--- src/rtl/seq_comparator_pkg.sv ---
// seq_comparator_pkg: FSM state and result-flag encodings for seq_comparator
package seq_comparator_pkg;
  typedef enum logic {IDLE, CMP} state_t;
  localparam logic [2:0] FLAG_NONE = 3'b000;
  localparam logic [2:0] FLAG_GT   = 3'b100;
  localparam logic [2:0] FLAG_EQ   = 3'b010;
  localparam logic [2:0] FLAG_LT   = 3'b001;
endpackage

--- src/rtl/seq_comparator_chunk_cmp.sv ---
// chunk_cmp: unsigned magnitude compare of one CHUNK-bit slice (a,b in; gt,eq,lt out)
module chunk_cmp #(
  parameter int CHUNK = 4
) (
  input  logic [CHUNK-1:0] a,
  input  logic [CHUNK-1:0] b,
  output logic             gt,
  output logic             eq,
  output logic             lt
);
  assign gt = a > b;
  assign eq = a == b;
  assign lt = a < b;
endmodule

--- src/rtl/seq_comparator.sv ---
// seq_comparator: multi-cycle MSB-first chunked comparator with early termination
// Ports: clk, rst_n (async active-low), start, A, B, signed_mode (only with
// SEQ_CMP_SIGNED_EN), busy, done (1-cycle pulse), A_greater_B/A_equal_B/A_less_B.
import seq_comparator_pkg::*;
module seq_comparator #(
  parameter int WIDTH = 16,
  parameter int CHUNK = 4
) (
  input  logic             clk,
  input  logic             rst_n,
  input  logic             start,
  input  logic [WIDTH-1:0] A,
  input  logic [WIDTH-1:0] B,
`ifdef SEQ_CMP_SIGNED_EN
  input  logic             signed_mode,
`endif
  output logic             busy,
  output logic             done,
  output logic             A_greater_B,
  output logic             A_equal_B,
  output logic             A_less_B
);
  localparam int N  = WIDTH / CHUNK;
  localparam int IW = N > 1 ? $clog2(N) : 1;
  state_t           state, state_nx;
  logic [WIDTH-1:0] a_r, b_r, msb_mask;
  logic [IW-1:0]    idx;
  logic [2:0]       flags;
  logic             gt, eq, lt, accept, decide;
`ifdef SEQ_CMP_SIGNED_EN
  // Flipping the sign bit maps two's-complement order onto unsigned order,
  // so it is folded into the operand capture.
  assign msb_mask = {signed_mode, {(WIDTH-1){1'b0}}};
`else
  assign msb_mask = '0;
`endif
  chunk_cmp #(.CHUNK(CHUNK)) u_chunk_cmp (
    .a (a_r[idx*CHUNK +: CHUNK]),
    .b (b_r[idx*CHUNK +: CHUNK]),
    .gt(gt),
    .eq(eq),
    .lt(lt)
  );
  assign accept = state == IDLE && start;
  assign decide = state == CMP && (!eq || idx == '0);
  always_comb begin
    state_nx = accept ? CMP : decide ? IDLE : state;
  end
  always_ff @(posedge clk or negedge rst_n) begin
    if (!rst_n) begin
      state <= IDLE;
      a_r   <= '0;
      b_r   <= '0;
      idx   <= '0;
      flags <= FLAG_NONE;
      done  <= 1'b0;
    end else begin
      state <= state_nx;
      done  <= decide;
      if (accept) begin
        a_r <= A ^ msb_mask;
        b_r <= B ^ msb_mask;
        idx <= IW'(N - 1);
      end else if (decide) begin
        flags <= gt ? FLAG_GT : lt ? FLAG_LT : FLAG_EQ;
      end else if (state == CMP) begin
        idx <= idx - 1'b1;
      end
    end
  end
  assign busy = state == CMP;
  assign {A_greater_B, A_equal_B, A_less_B} = flags;
endmodule

--- config.mk ---
export PLATFORM = sky130hd
export DESIGN_NAME = seq_comparator
export DESIGN_NICKNAME = d
export VERILOG_FILES = /design/src/rtl/seq_comparator_pkg.sv /design/src/rtl/seq_comparator_chunk_cmp.sv /design/src/rtl/seq_comparator.sv
export SDC_FILE = /design/constraint.sdc
export NUM_CORES = 1
export LEC_CHECK = 0
export CAP_MARGIN = 20
export CORE_MARGIN = 2
export CORE_UTILIZATION = 30
export CTS_CLUSTER_SIZE = 40
export DETAILED_ROUTE_END_ITERATION = 7
export GPL_ROUTABILITY_DRIVEN = 0
export PLACE_DENSITY_LB_ADDON = 0.15
export SYNTH_ARGS = -nofsm -noshare
export SYNTH_HDL_FRONTEND = slang
export SYNTH_SLANG_ARGS = --single-unit
export TNS_END_PERCENT = 100
--- constraint.sdc ---
create_clock -name clk -period 2 [get_ports clk]
set_input_delay 0.4 -clock clk [delete_from_list [all_inputs] [get_ports clk]]
set_output_delay 0.4 -clock clk [all_outputs]
set_load 0.1 [all_outputs]
==> flow_summary.yaml <==
outcome:
  status: "complete, but fails checks"
  failed_checks: "negative setup slack"
power:
  switching_share: 0.352
  power_density_nw_per_um2: 1370
  leakage_nw: 1.15
  vdd_drop_max_mv: 1.06
  p_int_mw: 2.25
  seqPwrFrac: 0.361
  p_switching_mw: 1.22
  pwr-share-clk: 0.152
  combPwrFrac: 0.487
worst_setup_path:
  cp-start-kind: "flip-flop"
  reg2reg_to: "idx[0]"
  r2r_start: "idx[0]"
  crit_type: "flip-flop to flip-flop"
  crit_path_max_fanout: 6
  cp.required_ps: 2170
  cp.arrival_ps: 2190
  r2r_cells: 7
  critPathCaptureType: "flip-flop"
  rrSetupSlack_ps: -20
floorplan:
  rows: 29
  ios: 40
  initial_core_util: 0.305
  coreArea_sq_um: 6240
  die_x_microns: 83.6
  die_y_microns: 83.6
  die_area_sq_um: 7000
worst_hold_path:
  hp-class: "input pin to async pin"
sta:
  finalWorstSetupSlack_ps: -23.2
  fmax_mhz: 494
  hold_violations: 0
  fin_setup_tns_ps: -56.8
  clock_skew_ps: 5.39
  worstMarginPinSlew_ps: 465
  rsz0062_at_grt: "yes"
  period_needed_ps: 2020
  period_share: 1.01
  relSlewSlack: 0.690
  drv_slew: 0
  setup_violations: 3
logic_synthesis:
  synth_seq_area_share: 0.513
  yosysWarnings: 0
  synth_area_sq_um: 1900
  avgSynthCellArea_sq_um: 16.1
  synth_nets: 158
  synth_cells: 118
  yosysUniqueCellTypes: 20
  ys_seq_elements: 39
global_routing:
  grt_usage: 0.113
  antenna_found_initial: 0
  grt_pass1_vias: 1219
  grt_pass1_wl_mm: 6.24
  grt_overflow: 0
  grt_max_degree: 36
final_layout:
  drive_above_1_share: 0.406
  finish.utilization: 0.407
  final_area_sq_um: 2540
  final_nets: 205
  antenna_cells: 0
  syn_to_final_growth_pct: 33.3
route:
  firstDrtPassIters: 4
  drt_iter0_drc: 29
  wl_mm: 3.51
  vias: 1088
  ant_nets: 0
  drc: 0
  detail_route.vias_per_cell: 4.50
  routedWlPerCell_microns: 14.5
job:
  max_cap_viol_count: 0
cts:
  htree_levels: 2
  cts_inserted_buffers: 5
  hold_buffers: 0
  clock_path_buffers: 2
  worstSkewPairLatency_ps: 280
  clkTransAtPathRegs_ps: 70
  cts_tree: "done"
  cts_root_buffer: "clkbuf_8"
  numClockSinks: 39
place:
  dpl_worst_slack_ps: -110
  numPortBuffers: 39
  dp_hpwl_mm: 2.51
  placed_area_sq_um: 2410
==> worst max path at each step <==
stage          startpoint  endpoint  slack (ps)
5_1_grt            idx[0]  flags[0]        -130
4_1_cts            idx[0]  flags[2]         -10
3_3_place_gp       idx[0]  flags[2]         -80
6_report           idx[0]    idx[0]         -20
2_1_floorplan      idx[0]  flags[2]          -1
3_5_place_dp       idx[0]  flags[0]        -110
==> placed cells by master, fill, tap and decap left out, drive strengths merged <==
master / n
nand2: 4
inv: 8
clkbuf: 6
a32o: 1
nor2b: 1
a21oi: 2
nor2: 4
o21ai: 3
clkdlybuf4s50: 33
a22o: 1
buf: 13
ha: 5
mux2i: 2
dfrtp: 39
nand4: 1
nand2b: 1
clkinv: 1
mux2: 32
mux4: 8
==> cell usage after synthesis, drive strengths merged <==
library cell   n  share of area
a22o           1         0.0046
a32o           1         0.0053
nand2b         1         0.0033
dfrtp         39           0.51
o21ai          3         0.0079
ha             5          0.033
buf            6          0.032
nor2           4         0.0079
mux2i          2          0.011
nand2          4         0.0079
inv            8          0.016
nor2b          1         0.0033
mux4           8           0.10
nand4          1         0.0033
a21oi          2         0.0053
mux2          32           0.24
==> cells by family (layout without fill, tap and decap cells) <==
group,Yosys count,after routing,share of synthesized area
muxes,42,42,0.358
DFF,39,39,0.513
buffers and inverters,14,61,0.0480
and+or+nand+nor,11,11,0.0256
AOI/OAI and AO/OA,7,7,0.0230
adders and majority gates,5,5,0.0329
==> layout make-up <==
class	instances	area (sq um)
clock buffers	6	82.6
clock inverters	1	5.00
fillers	600	3700
inverters	8	30.0
multi-input cells	65	872
flip-flops and latches	39	976
well taps	77	96.3
repair buffers	46	475
==> registers in the layout, indices dropped and copies added, names as in the netlist <==
name   count
idx        2
done       1
busy       1
a_r       16
flags      3
b_r       16
==> power groups by stage <==
stage | clock network [mW] | logic (mW) | registers, mW
floorplan | 0 | 0.929 | 1.45
global placement | 0 | 1.51 | 1.26
detailed placement | 0 | 1.54 | 1.26
CTS | 0.553 | 1.68 | 1.25
global route | 0.588 | 1.86 | 1.29
finish | 0.529 | 1.69 | 1.25
==> repair_timing <==
item / 4_1_cts / 5_1_grt
endpoints found under the setup margin: 6 / 7
buffers inserted: 1 / 0
pin swaps: 3 / 0
resized for setup: 10 / 2
endpoints found under the hold margin: 0 / 0
==> worst max-delay path: stages, from the launching register on <==
cell and delay, ps:
dfrtp_1 390, buf_12 140, mux4_2 520, ha_4 290
nand4_1 160, nor2_1 160, nand2_2 110, mux2i_1 150
==> through the flow <==
step / hold WS, ps / instances / total power, mW
4_1_cts: 70.9 / 242 / 3.48
6_report: 60.0 / 242 / 3.47
5_1_grt: 83.6 / 242 / 3.74
3_3_place_gp: 378 / 234 / 2.77
2_1_floorplan: 104 / 118 / 2.38
3_5_place_dp: 384 / 234 / 2.80
==> routing by layer <==
layer	GRT usage	vias up	routed length (microns)
li1	-	510	-
met1	0.150	547	1640
met2	0.173	29	1670
met3	0.0386	2	168
met4	0.0352	0	22
met5	0	-	0
Power figures use the tool's default switching activity.
